[src/rtl/lsu_dmem_master.sv]
// LSU-side data-memory initiator: queues load/store ops in a small FIFO, issues
// them one at a time on the dmem bus and returns one tagged response per op.
module lsu_dmem_master #(
  parameter int ADDR_W  = 32,
  parameter int DATA_W  = 32,
  parameter int TAG_W   = 4,
  parameter int QDEPTH  = 4,
  parameter int TIMEOUT = 64
) (
  input  logic              clk,
  input  logic              reset,
  input  logic              req_valid,
  output logic              req_ready,
  input  logic              req_we,
  input  logic [ADDR_W-1:0] req_addr,
  input  logic [DATA_W-1:0] req_wdata,
  input  logic [TAG_W-1:0]  req_tag,
  output logic              resp_valid,
  output logic [TAG_W-1:0]  resp_tag,
  output logic [DATA_W-1:0] resp_rdata,
  output logic              resp_is_store,
  output logic              resp_err,
  input  logic              flush,
  output logic              busy,
  output logic              dmem_req,
  output logic              dmem_we,
  output logic [ADDR_W-1:0] dmem_addr,
  output logic [DATA_W-1:0] dmem_wdata,
  input  logic              dmem_ready,
  input  logic [DATA_W-1:0] dmem_rdata
);
  localparam int PTR_W = $clog2(QDEPTH);
  localparam int CNT_W = $clog2(TIMEOUT) + 1;

  typedef enum logic [1:0] {S_IDLE = 2'd0, S_ISSUE = 2'd1, S_WAIT = 2'd2} state_t;

  logic              r_q_we    [QDEPTH];
  logic [ADDR_W-1:0] r_q_addr  [QDEPTH];
  logic [DATA_W-1:0] r_q_wdata [QDEPTH];
  logic [TAG_W-1:0]  r_q_tag   [QDEPTH];
  logic [PTR_W:0]    r_wr_ptr, r_rd_ptr;

  state_t            r_state;
  logic [CNT_W-1:0]  r_cnt;
  logic              r_suppress;
  logic [TAG_W-1:0]  r_cur_tag;
  logic              r_resp_valid, r_resp_is_store, r_resp_err;
  logic [TAG_W-1:0]  r_resp_tag;
  logic [DATA_W-1:0] r_resp_rdata;
  logic              r_dmem_req, r_dmem_we;
  logic [ADDR_W-1:0] r_dmem_addr;
  logic [DATA_W-1:0] r_dmem_wdata;

  logic [PTR_W:0]    w_count;
  logic              w_full, w_empty, w_push, w_pop, w_avail, w_done, w_issue;
  logic [PTR_W-1:0]  w_wr_idx, w_rd_idx;
  logic              w_head_we, w_head_aligned;
  logic [ADDR_W-1:0] w_head_addr;
  logic [DATA_W-1:0] w_head_wdata;
  logic [TAG_W-1:0]  w_head_tag;

  // Wrap bit in the pointers distinguishes full from empty.
  assign w_count  = r_wr_ptr - r_rd_ptr;
  assign w_full   = (w_count == (PTR_W+1)'(QDEPTH));
  assign w_empty  = (w_count == '0);
  assign w_wr_idx = r_wr_ptr[PTR_W-1:0];
  assign w_rd_idx = r_rd_ptr[PTR_W-1:0];
  assign w_push   = req_valid && !w_full;

  assign w_head_we      = r_q_we[w_rd_idx];
  assign w_head_addr    = r_q_addr[w_rd_idx];
  assign w_head_wdata   = r_q_wdata[w_rd_idx];
  assign w_head_tag     = r_q_tag[w_rd_idx];
  assign w_head_aligned = (w_head_addr[1:0] == 2'b00);

  // A flush hides the queue contents for that cycle, so nothing is popped.
  assign w_avail = !w_empty && !flush;
  assign w_done  = (r_state == S_WAIT) && (dmem_ready || (r_cnt == CNT_W'(TIMEOUT - 1)));
  assign w_issue = w_avail && w_head_aligned && ((r_state == S_IDLE) || w_done);
  assign w_pop   = w_avail && ((r_state == S_IDLE) || (w_done && w_head_aligned));

  always_ff @(posedge clk) begin
    if (w_push && !flush) begin
      r_q_we[w_wr_idx]    <= req_we;
      r_q_addr[w_wr_idx]  <= req_addr;
      r_q_wdata[w_wr_idx] <= req_wdata;
      r_q_tag[w_wr_idx]   <= req_tag;
    end
  end

  always_ff @(posedge clk) begin
    if (reset) begin
      r_wr_ptr <= '0;
      r_rd_ptr <= '0;
    end else begin
      if (w_push && !flush) r_wr_ptr <= r_wr_ptr + 1'b1;
      if (flush)            r_rd_ptr <= r_wr_ptr;
      else if (w_pop)       r_rd_ptr <= r_rd_ptr + 1'b1;
    end
  end

  always_ff @(posedge clk) begin
    if (reset) begin
      r_state         <= S_IDLE;
      r_cnt           <= '0;
      r_suppress      <= 1'b0;
      r_cur_tag       <= '0;
      r_resp_valid    <= 1'b0;
      r_resp_tag      <= '0;
      r_resp_rdata    <= '0;
      r_resp_is_store <= 1'b0;
      r_resp_err      <= 1'b0;
      r_dmem_req      <= 1'b0;
      r_dmem_we       <= 1'b0;
      r_dmem_addr     <= '0;
      r_dmem_wdata    <= '0;
    end else begin
      r_resp_valid <= 1'b0;
      r_dmem_req   <= w_issue;
      if (w_issue) begin
        r_dmem_we    <= w_head_we;
        r_dmem_addr  <= {w_head_addr[ADDR_W-1:2], 2'b00};
        r_dmem_wdata <= w_head_wdata;
        r_cur_tag    <= w_head_tag;
      end
      case (r_state)
        S_IDLE: begin
          if (w_issue) begin
            r_state    <= S_ISSUE;
            r_suppress <= 1'b0;
          end else if (w_avail) begin
            r_resp_valid    <= 1'b1;
            r_resp_tag      <= w_head_tag;
            r_resp_is_store <= w_head_we;
            r_resp_err      <= 1'b1;
            r_resp_rdata    <= '0;
          end
        end
        S_ISSUE: begin
          r_cnt   <= '0;
          r_state <= S_WAIT;
          if (flush) r_suppress <= 1'b1;
        end
        S_WAIT: begin
          r_cnt <= r_cnt + 1'b1;
          if (flush) r_suppress <= 1'b1;
          if (w_done) begin
            // A flushed op still finishes on the bus but reports nothing.
            if (!r_suppress && !flush) begin
              r_resp_valid    <= 1'b1;
              r_resp_tag      <= r_cur_tag;
              r_resp_is_store <= r_dmem_we;
              r_resp_err      <= !dmem_ready;
              r_resp_rdata    <= (dmem_ready && !r_dmem_we) ? dmem_rdata : '0;
            end
            if (w_issue) begin
              r_state    <= S_ISSUE;
              r_suppress <= 1'b0;
            end else begin
              r_state <= S_IDLE;
            end
          end
        end
        default: r_state <= S_IDLE;
      endcase
    end
  end

  assign req_ready     = !w_full;
  assign busy          = !w_empty || (r_state != S_IDLE);
  assign resp_valid    = r_resp_valid;
  assign resp_tag      = r_resp_tag;
  assign resp_rdata    = r_resp_rdata;
  assign resp_is_store = r_resp_is_store;
  assign resp_err      = r_resp_err;
  assign dmem_req      = r_dmem_req;
  assign dmem_we       = r_dmem_we;
  assign dmem_addr     = r_dmem_addr;
  assign dmem_wdata    = r_dmem_wdata;
endmodule

[config.mk]
export PLATFORM = sky130hd
export DESIGN_NAME = lsu_dmem_master
export DESIGN_NICKNAME = d
export VERILOG_FILES = /design/src/rtl/lsu_dmem_master.sv
export SDC_FILE = /design/constraint.sdc
export NUM_CORES = 1
export LEC_CHECK = 0
export ABC_CLOCK_PERIOD_IN_PS = 4900
export CORE_ASPECT_RATIO = 0.6
export CORE_UTILIZATION = 45
export CTS_CLUSTER_SIZE = 10
export DETAILED_ROUTE_END_ITERATION = 8
export GPL_TIMING_DRIVEN = 0
export PLACE_DENSITY = 0.64
export RECOVER_POWER = 100
export SYNTH_ARGS = -nofsm -noshare
export SYNTH_HDL_FRONTEND = slang
export SYNTH_SLANG_ARGS = --single-unit
[constraint.sdc]
create_clock -name clk -period 4.9 [get_ports clk]
set_clock_uncertainty 0.15 [all_clocks]
set_input_delay 0.735 -clock clk [delete_from_list [all_inputs] [get_ports clk]]
set_output_delay 0.735 -clock clk [all_outputs]
set_load 0.005 [all_outputs]
; ---- After elaboration in Yosys (flattened, before gate mapping)
; Memory sizes are Yosys's and may differ from the RTL's. A register that Yosys moved wholly into a read port is not among the register bits.
; Cells that the tools add are included.
; Widths: inputs -> output; s select.
[op_classes]
addsub = 4
n_eq_ne = 9
n_mux = 46
n_reduce_logical = 31
[ops]
columns = op, n
row1 = $mux 32, 5
row2 = $pmux 32 s2, 1
row3 = $mux 1, 19
row4 = $mux 2, 8
row5 = $mux 4, 4
row6 = $pmux 7 s2, 1
row7 = $logic_and 1x1->1, 10
row8 = $ne 2x2->1 const B, 4
row9 = $pmux 4 s2, 1
row10 = $reduce_bool 2->1, 4
row11 = $add 7x1->7 const B, 1
row12 = $eq 7x6->1 const B, 1
row13 = $add 3x1->3 const B, 2
row14 = $logic_not 1->1, 6
row15 = $mux 3, 2
row16 = $pmux 1 s2, 3
row17 = $pmux 2 s3, 1
row18 = $reduce_and 5->1, 1
row19 = $logic_not 2->1, 2
row20 = $logic_or 1x1->1, 4
row21 = $reduce_and 2->1, 2
row22 = $eq 3x3->1 const B, 1
row23 = $logic_not 3->1, 1
row24 = $pmux 1 s3, 1
row25 = 5 further kinds, 5
[totals]
ff_bits = 91
ram_bits = 276
out_inout_bits = 107
elab_cells = 108
mem_count = 4
[memory_table]
columns = name, words, width, rd, rd_clocked_by_memory_dff, write_ports, line_no
row1 = r_q_addr, 4, 32, 1, 1, 1, 38  ; logic [ADDR_W-1:0] r_q_addr [QDEPTH];
row2 = r_q_wdata, 4, 32, 1, 1, 1, 39  ; logic [DATA_W-1:0] r_q_wdata [QDEPTH];
row3 = r_q_tag, 4, 4, 1, 1, 1, 40  ; logic [TAG_W-1:0] r_q_tag [QDEPTH];
row4 = r_q_we, 4, 1, 1, 1, 1, 37  ; logic r_q_we [QDEPTH];

; ---- Depth between registers and ports, before layout
; Gate-level depths: netlist of the first run.
[depth]
word_depth = 10
ltp_mapped = 11
ltp_nobuf = 7

; ---- Worst setup path after synthesis of the first run
; OpenSTA, ideal clock, no wires.
[synth_path]
path_type = reg2reg
start = register r_rd_ptr[1]
end = register r_wr_ptr[2]
arrival_ps = 3805
t_required_ps = 4537
slack_ps = 732
stages_incl_launch_ff = 10
path_cell_list = dfxtp_1 -> clkbuf_1 -> clkbuf_1 -> inv_1 -> ha_1 -> nor2b_1 -> xnor2_1 -> o211a_1 -> and2_1 -> o21ai_0
[synth_via]
elab_chain_len = 5
[synth_rtl]
columns = item, line_no
row1 = start: declaration, 41  ; logic [PTR_W:0] r_wr_ptr, r_rd_ptr;
row2 = start signal: assignment, 97  ; if (flush) r_rd_ptr <= r_wr_ptr;
row3 = start signal: assignment, 98  ; else if (w_pop) r_rd_ptr <= r_rd_ptr + 1'b1;
row4 = $sub 3x3->3, 63  ; assign w_count = r_wr_ptr - r_rd_ptr;
row5 = $eq 3x3->1, 64  ; assign w_full = (w_count == (PTR_W+1)'(QDEPTH));
row6 = $logic_not 1->1, 68  ; assign w_push = req_valid && !w_full;
row7 = $logic_and 1x1->1, 68
row8 = $logic_and 1x1->1, 96  ; if (w_push && !flush) r_wr_ptr <= r_wr_ptr + 1'b1;
row9 = end signal: assignment, 96
row10 = end: declaration, 41
; No other way between the ends.
; A chain may end at the register's enable or synchronous reset.

; ---- Worst setup path after layout of the first run
[layout_path]
start = register r_rd_ptr[1]
end = memory r_q_addr[3][29], enable pin
[layout_via]
elab_chain_len = 7
[layout_rtl]
columns = item, line_no
row1 = $sub 3x3->3, 63
row2 = $eq 3x3->1, 64
row3 = $logic_not 1->1, 68
row4 = $logic_and 1x1->1, 68
row5 = $logic_and 1x1->1, 83  ; if (w_push && !flush) begin
row6 = $mux 1, 83
row7 = $mux 1 (implied by the code), 85  ; r_q_addr[w_wr_idx] <= req_addr;
row8 = end: declaration, 38
; No other way between the ends.

==> results by group, run 1 <==
STA
  • Setup ws final: 0.368 ns
  • Worst slew margin: 0.239
  • Hold violation total from the final report: 0
  • Setup Viol. Count Final: 0
  • Fin crit period: 4.53 ns
  • Setup TNS: 0 ns
  • Slew @ Worst Pin: 1.14 ns
  • Ratio of final minimum period to clock period: 0.925
  • Max-slew violation count: 0
  • Max Freq: 0.221 GHz
  • Unrepaired setup endpoints after global routing: false

Final layout
  • P&R area growth vs syn: 26.9%
  • Fill cells: 2594
  • Share of post-route cells with drive strength above 1: 0.110
  • Most common cell after layout, fill and taps aside: edfxtp_1
  • Commonest cells after routing, fill and taps aside: edfxtp_1 (276), dlygate4sd3_1 (174), nand2_1 (145)
  • Layout Utilization: 0.584
  • Nets: 1361

Clocking
  • Root buf cell: clkbuf_16
  • Total CTS buffers: 46
  • Reg clk slew, reported paths: 0.06 ns
  • CTS sink cnt: 401
  • CTS tree: built
  • Clock buffer depth: 3
  • # H-tree levels: 2
  • Clock Latency Late Sink: 0.55 ns
  • Setup Buffers After CTS: 0

Run
  • Max Cap Viol: 0

Route
  • Antenna-violating nets left: 0
  • Initial DRT Pass Iterations: 5
  • Initial DRC count: 617
  • Detailed-route via count: 9132
  • # DRC: 0
  • Vias per cell: 5.28
  • Post-Route WL: 34.4 mm
  • DR WL/cell: 19.9 µm

Placed design
  • Final GP Congestion: 0.827
  • DPL Wire Length: 22.5 mm
  • IO buf count: 210
  • Pre-CTS setup slack: 0.500 ns

Die
  • Boundary pin count: 213
  • Die height: 144 µm
  • Die area: 34200 µm²
  • Initial Util: 0.460
  • Die X-Extent: 238 µm
  • Core footprint: 32700 µm²
  • FP Rows: 51

Power
  • Overall Power: 7.65 mW
  • Pwr Density: 401 nW/µm²
  • P_leak: 6.38 nW
  • Peak supply drop: 276 µV

Yosys
  • Synth top area cells: edfxtp_1 (55%), dfxtp_1 (17%), mux4_2 (10%)
  • Distinct cells, synth: 54
  • Seq/Total Area, Yosys: 0.717
  • Synth warn: 0
  • Cell Area, Synth: 15000 µm²
  • Syn Area/Cell: 15.3 µm²
  • Area share of the largest cell type after synthesis: 0.551
  • Fraction of registers with async set/reset: 0
  • Yosys reg bits: 401
  • Area leader, netlist: edfxtp_1
  • Synthesized instance count: 980
  • Top_reg_cell synth: edfxtp_1
  • Post-synth EDFFs: 276

Global routing
  • Total grt overflow: 0
  • First-pass GRT wire length: 52.7 mm
  • Initial antenna violation count: 4
  • Vias in the first global route: 9103
  • Largest net degree at the start of global routing: 40
  • GRT Overall Usage: 0.204

Min path
  • Worst Hold Class: flip-flop to flip-flop
  • Hold Path Depth: 2

Worst setup path
  • FF-to-FF path depth: 9
  • Crit Path Category: flip-flop to flip-flop
  • Kind of end point of the critical path: flip-flop
  • CP max stage delay: 0.83 ns
  • Crit path launch type: flip-flop
  • Peak fanout along the critical path: 36
  • Worst endpoint required time: 4.92 ns
  • Worst path cell trace: clkbuf_1 > clkbuf_2 > inv_1 > ha_1 > nor2b_1 > xnor2_1 > o211a_1 > and2_2 > clkbuf_4
  • Critical Path AT: 4.55 ns
  • Crit-path slowest cell: and2_2

Outcome
  • Status: finished clean
state kept, by name (all words and copies together) (netlist names), named ones only:
name and flops:
resp_tag 4, dmem_addr 30, r_q_wdata 128, dmem_wdata 32
r_suppress 1, resp_valid 1, r_q_tag 16, r_q_we 4
r_cur_tag 4, r_rd_ptr 3, resp_err 1, r_state 2
dmem_we 1, resp_rdata 32, r_wr_ptr 3, r_cnt 7
dmem_req 1, resp_is_store 1, r_q_addr 128
synthesized netlist by cell type, types with 6 or more instances:
cell,number
o32ai_1,32
nand2_1,145
mux4_2,68
clkbuf_1,42
dfxtp_1,125
o31ai_1,12
edfxtp_1,276
buf_1,6
nand3_1,36
o21a_1,6
a21oi_1,71
inv_1,42
buf_4,6
ha_1,12
nor2_1,23
worst max-delay path: cells and delay by family (launching register included):
kind / cells / cell delay [ns]
buf+inv: 4 / 1.69
simple gates: 2 / 1.04
compound gates: 1 / 0.38
flops: 1 / 0.35
xor+xnor: 1 / 0.30
fa+ha+maj: 1 / 0.19
report_power, final:
group          internal (mW)  switching, mW
registers               3.74         0.0411
clock network           1.79           1.29
logic                  0.363          0.429
metrics by stage:
| step | area, µm² | cells | hold slack, ns |
|---|---|---|---|
| detailed placement | 17800 | 1645 | 0.295 |
| finish | 19100 | 1729 | 0.298 |
| CTS | 19100 | 1728 | 0.303 |
| global route | 19100 | 1728 | 0.323 |
| floorplan | 15000 | 981 | 0.286 |
| global placement | 17700 | 1641 | 0.294 |
worst paths after layout:
| path | start | end | slack, ns |
|---|---|---|---|
| setup / recovery | r_rd_ptr[1] | r_q_addr[3][29] | 0.37 |
| hold reg to reg | dmem_addr[28] | dmem_addr[28] | 0.30 |
| setup reg to reg | r_rd_ptr[1] | r_q_addr[3][29] | 0.37 |
| hold / removal | dmem_addr[28] | dmem_addr[28] | 0.30 |
cells by family (layout without fill, tap and decap cells):
family          count (synthesis)  in the layout  share of synthesized area
flops                         401            401                      0.717
simple gates                  226            226                     0.0634
compound gates                154            154                     0.0700
buf+inv                       106            403                     0.0299
mux                            71             71                      0.104
fa+ha+maj                      12             12                    0.00998
xor+xnor                        9              9                    0.00524
other cells                     1              3                   0.000249
final cells by class:
cell class              instances  area, µm²  area share
flip-flops and latches        401      10800       0.566
inverters                      44        165     0.00866
clock inverters                 4       41.3     0.00216
clock buffers                  79       1290      0.0679
plain buffers                  62        273      0.0143
diodes                          1       2.50    0.000131
multi-input cells             474       3800       0.199
well taps                     450        563      0.0295
repair buffers                214       2140       0.112
repair_timing:
item | CTS | global route
resized for setup | 0 | 2
hold buffers | 0 | 0
setup endpoints to repair | 0 | 1
routing by layer:
layer,vias to the layer above,track usage,share of wire
li1,4256,-,-
met1,4599,0.304,0.48
met2,224,0.306,0.45
met3,47,0.0453,0.057
met4,6,0.0439,0.013
met5,-,0,0.0011
Power figures use the tool's default switching activity.
==> inputs of run 2 (changes only) <==
CELL_PAD_IN_SITES_DETAIL_PLACEMENT = 0   (was unset)
CELL_PAD_IN_SITES_GLOBAL_PLACEMENT = 1   (was unset)
PLACE_DENSITY = 0.75   (was 0.64)
==> results by group, run 2 (synthesis gave the netlist of run 1 again) <==
Route
  • Initial DRC count: 672
  • Initial DRT Pass Iterations: 5
  • Antenna-violating nets left: 0
  • # DRC: 0
  • DR WL/cell: 20.1 µm
  • Post-Route WL: 34.7 mm
  • Detailed-route via count: 9089
  • Vias per cell: 5.25

Global routing
  • Total grt overflow: 0
  • Largest net degree at the start of global routing: 53
  • Vias in the first global route: 9136
  • First-pass GRT wire length: 53.8 mm
  • Initial antenna violation count: 5
  • GRT Overall Usage: 0.208

Placed design
  • Final GP Congestion: 0.827
  • Pre-CTS setup slack: 0.653 ns
  • Post-DP Area: 17800 µm²
  • DPL Wire Length: 22.9 mm
  • IO buf count: 210

Worst setup path
  • End point of the critical path: busy
  • Crit Path Category: flip-flop to primary output
  • CP delay by family, top: buffers and inverters
  • FF-to-FF path depth: 9
  • Worst endpoint required time: 4.01 ns
  • Buf+Inv Stages, Crit Path: 4
  • Reg-to-Reg End: r_q_addr[3][17]
  • CP max stage delay: 0.60 ns
  • Peak fanout along the critical path: 10
  • Crit path launch type: flip-flop
  • R2R Path Start: r_rd_ptr[1]
  • Worst path cell trace: clkbuf_1 > clkbuf_2 > inv_1 > ha_1 > nor2b_1 > xor2_1 > nor2_1 > nand2_1 > dlygate4sd3_1
  • FF-to-FF setup slack: 0.49 ns
  • Critical Path Source: r_rd_ptr[1]
  • Critical Path AT: 3.65 ns
  • Crit-path slowest cell: dlygate4sd3_1
  • Critical path depth: 9
  • Kind of end point of the critical path: primary output

STA
  • Max Freq: 0.220 GHz
  • Ratio of final minimum period to clock period: 0.926
  • Setup TNS: 0 ns
  • Max-slew violation count: 0
  • Hold violation total from the final report: 0
  • Setup ws final: 0.363 ns
  • Unrepaired setup endpoints after global routing: false
  • Slew @ Worst Pin: 1.34 ns
  • Fin crit period: 4.54 ns
  • Worst slew margin: 0.108
  • Setup Viol. Count Final: 0

Final layout
  • Most common cell after layout, fill and taps aside: edfxtp_1
  • Nets: 1361
  • Final Instance Area: 19100 µm²
  • P&R area growth vs syn: 27.2%
  • Largest registers: r_q_addr (128), r_q_wdata (128)
  • Commonest cells after routing, fill and taps aside: edfxtp_1 (276), dlygate4sd3_1 (174), nand2_1 (145)
  • Share of post-route cells with drive strength above 1: 0.109

Die
  • Initial Util: 0.460
  • Die height: 144 µm
  • Die X-Extent: 238 µm
  • Die area: 34200 µm²
  • FP Rows: 51
  • Boundary pin count: 213
  • Core footprint: 32700 µm²

Clocking
  • Total CTS buffers: 46
  • CTS sink cnt: 401
  • Root buf cell: clkbuf_16
  • Clock Latency Late Sink: 0.56 ns
  • Hold Buf Count CTS: 0
  • Reg clk slew, reported paths: 0.06 ns
  • # H-tree levels: 2
  • CTS tree: built
  • Clock buffer depth: 3

Outcome
  • Status: finished clean

Power
  • Pwr Density: 404 nW/µm²
  • P_leak: 6.41 nW
  • Peak supply drop: 259 µV

Min path
  • Worst Hold Class: flip-flop to flip-flop

Run
  • Max Cap Viol: 0
[run 2: changes by cell type in the layout (fill, tap and decap cells not counted)]
cell / delta
inv_6: -1
clkinv_8: -1
and2_4: +2
clkbuf_4: -1
and2_1: +2
buf_12: -1
clkinvlp_4: -1
bufinv_16: +1
diode_2: +1
buf_16: +1
clkbuf_16: +1
buf_6: +1
inv_16: +1
and2_2: -4
[run 2: metrics by stage]
stage | power, mW | utilization | instances | hold WS, ns
floorplan | 4.32 | - | 981 | 0.286
detailed placement | 4.69 | 0.546 | 1645 | 0.296
global placement | 4.68 | 0.542 | 1641 | 0.292
global route | 8.03 | 0.586 | 1729 | 0.314
finish | 7.73 | 0.586 | 1730 | 0.299
CTS | 7.85 | 0.588 | 1728 | 0.305
[run 2: what timing repair did]
item | in CTS | in global routing
resized for setup | 0 | 2
setup buffers | 0 | 0
endpoints found under the setup margin | 0 | 1
endpoints found under the hold margin | 0 | 0
[run 2: routing by layer]
layer | wire length (µm) | part of all wire | track usage | vias up
li1 | - | - | - | 4268
met1 | 16600 | 0.48 | 0.309 | 4551
met2 | 15800 | 0.45 | 0.313 | 222
met3 | 1880 | 0.054 | 0.0438 | 44
met4 | 442 | 0.013 | 0.0520 | 4
met5 | 28 | 0.00081 | 0 | -
[run 2: worst min path at each step]
stage | from | cells past startpoint | end
finish | dmem_wdata[1] | 2 | dmem_wdata[1]
global route | dmem_wdata[29] | 2 | dmem_wdata[29]
CTS | dmem_addr[22] | 2 | dmem_addr[22]
detailed placement | resp_tag[2] | 1 | resp_tag[2]
global placement | dmem_wdata[25] | 2 | dmem_wdata[25]
floorplan | r_cur_tag[0] | 2 | r_cur_tag[0]
[run 2: tightest hold or removal path, cell delays in order (launching register included)]
cell and delay (ns):
dfxtp_1 0.30, nand2_1 0.05, a21oi_1 0.05
[run 2: report_power, final]
group          switching, mW  internal (mW)  leakage (nW)  total [mW]
Clock                   1.28           1.87         0.659        3.15
Sequential            0.0426           3.74          3.52        3.78
Combinational          0.431          0.364          2.23       0.795
[run 2: cell type report]
type	count	area [µm²]
well taps	450	563
fillers	2565	13500
clock inverters	3	58.8
plain buffers	62	273
clock buffers	80	1320
flip-flops and latches	401	10800
diodes	2	5.00
multi-input cells	474	3800
repair buffers	214	2160
inverters	44	165
==> inputs of run 3 (changes only) <==
==> constraint.sdc (replaced) <==
create_clock -name clk -period 4.9 [get_ports clk]
set_clock_uncertainty 0.15 [all_clocks]
set_input_delay 1.47 -clock clk [delete_from_list [all_inputs] [get_ports clk]]
set_output_delay 1.47 -clock clk [all_outputs]
set_load 0.005 [all_outputs]
==> results by group, run 3 (synthesis gave the netlist of run 1 again) <==
Outcome
  • Status: finished, violations left
  • Failing checks: capacitance limit, slew limit

STA
  • Setup ws final: 0.148 ns
  • Setup TNS: 0 ns
  • Max Freq: 0.210 GHz
  • Fin crit period: 4.75 ns
  • Setup Viol. Count Final: 0
  • Ratio of final minimum period to clock period: 0.970
  • Unrepaired setup endpoints after global routing: false
  • Hold violation total from the final report: 0
  • Max-slew violation count: 61
  • Slew @ Worst Pin: 1.90 ns
  • Worst slew margin: -0.269

Final layout
  • Most common cell after layout, fill and taps aside: edfxtp_1
  • Share of post-route cells with drive strength above 1: 0.113
  • Layout Utilization: 0.588
  • P&R area growth vs syn: 27.7%
  • Commonest cells after routing, fill and taps aside: edfxtp_1 (276), dlygate4sd3_1 (176), nand2_1 (145)
  • Final Instance Area: 19200 µm²
  • Largest registers: r_q_addr (128), r_q_wdata (128)
  • Nets: 1363

Worst setup path
  • Crit-path slowest cell: and2_0
  • Buf+Inv Stages, Crit Path: 4
  • Critical Path AT: 4.81 ns
  • Kind of end point of the critical path: flip-flop
  • Peak fanout along the critical path: 48
  • Crit Path Category: input pin to flip-flop
  • Crit path launch type: input pin
  • Worst endpoint required time: 4.96 ns
  • Worst path cell trace: dlygate4sd3_1 > clkbuf_1 > inv_1 > o211a_1 > and2_0 > buf_16
  • CP delay by family, top: buffers and inverters
  • CP max stage delay: 1.44 ns

Placed design
  • IO buf count: 210
  • Pre-CTS setup slack: 0.0874 ns
  • Post-DP Area: 17800 µm²
  • DPL Wire Length: 22.9 mm
  • Final GP Congestion: 0.827

Min path
  • Worst Hold Class: flip-flop to flip-flop

Route
  • Initial DRT Pass Iterations: 5
  • Antenna-violating nets left: 0
  • DR WL/cell: 20.0 µm
  • # DRC: 0
  • Detailed-route via count: 9045
  • Vias per cell: 5.22
  • Initial DRC count: 627
  • Post-Route WL: 34.7 mm

Die
  • FP Rows: 51
  • Boundary pin count: 213
  • Die X-Extent: 238 µm
  • Initial Util: 0.460
  • Core footprint: 32700 µm²
  • Die height: 144 µm
  • Die area: 34200 µm²

Global routing
  • Vias in the first global route: 9136
  • M3 GR Usage: 0.0438
  • Initial antenna violation count: 5
  • GR Util met2: 0.313
  • Largest net degree at the start of global routing: 53
  • Total grt overflow: 0
  • GR Util met1: 0.309
  • GRT Overall Usage: 0.208
  • Busiest layer in global routing: met2
  • First-pass GRT wire length: 53.8 mm

Power
  • P_leak: 6.44 nW
  • Peak supply drop: 259 µV
  • Pwr Density: 403 nW/µm²
  • Overall Power: 7.74 mW

Clocking
  • CTS tree: built
  • Clock Latency Late Sink: 0.56 ns
  • CTS sink cnt: 401
  • # H-tree levels: 2
  • Reg clk slew, reported paths: 0.05 ns
  • Clock buffer depth: 3
  • Root buf cell: clkbuf_16
  • Total CTS buffers: 46

Run
  • Max Cap Viol: 3
-- run 3: metal layers --
| metal | wire [µm] | vias up | part of all wire |
|---|---|---|---|
| met2 | 15800 | 216 | 0.45 |
| met5 | 28 | - | 0.00081 |
| li1 | - | 4270 | - |
| met1 | 16600 | 4511 | 0.48 |
| met3 | 1890 | 44 | 0.054 |
| met4 | 435 | 4 | 0.013 |
-- run 3: per-stage QoR --
step	std cells	hold WS, ns
6_report	1733	0.299
2_1_floorplan	981	0.286
3_5_place_dp	1645	0.296
4_1_cts	1728	0.305
5_1_grt	1731	0.314
3_3_place_gp	1641	0.292
-- run 3: layout make-up --
type | instances | area (µm²)
diodes | 3 | 7.51
plain buffers | 62 | 287
clock buffers | 80 | 1320
clock inverters | 3 | 58.8
fillers | 2559 | 13500
inverters | 44 | 165
multi-input cells | 474 | 3810
flip-flops and latches | 401 | 10800
well taps | 450 | 563
repair buffers | 216 | 2210
-- run 3: path summary, 6_finish.rpt --
check | startpoint | slack [ns] | end | depth (start not counted)
worst max register to register | r_rd_ptr[1] | 0.42 | r_q_wdata[1][0] | 9
worst min register to register | dmem_wdata[1] | 0.30 | dmem_wdata[1] | 2
worst min-delay path | dmem_wdata[1] | 0.30 | dmem_wdata[1] | 2
worst max-delay path | flush | 0.15 | r_q_wdata[1][0] | 6
-- run 3: what timing repair did --
item	4_1_cts	5_1_grt
buffers inserted	0	2
hold buffers	0	0
endpoints found under the setup margin	2	1
gates resized for setup	3	3
-- run 3: worst reg2reg max path: stages (launching register included) --
cell and delay [ns]:
dfxtp_1 0.33, clkbuf_2 0.27, clkbuf_4 0.32, inv_1 0.09
ha_1 0.18, nor2b_1 0.27, xnor2_1 0.29, o211a_1 0.38
and2_0 1.44, buf_16 0.37
-- run 3: report_power, final --
| part | switching [mW] | internal, mW |
|---|---|---|
| Combinational | 0.432 | 0.373 |
| Sequential | 0.0426 | 3.74 |
| Clock | 1.28 | 1.87 |
| Total | 1.76 | 5.99 |
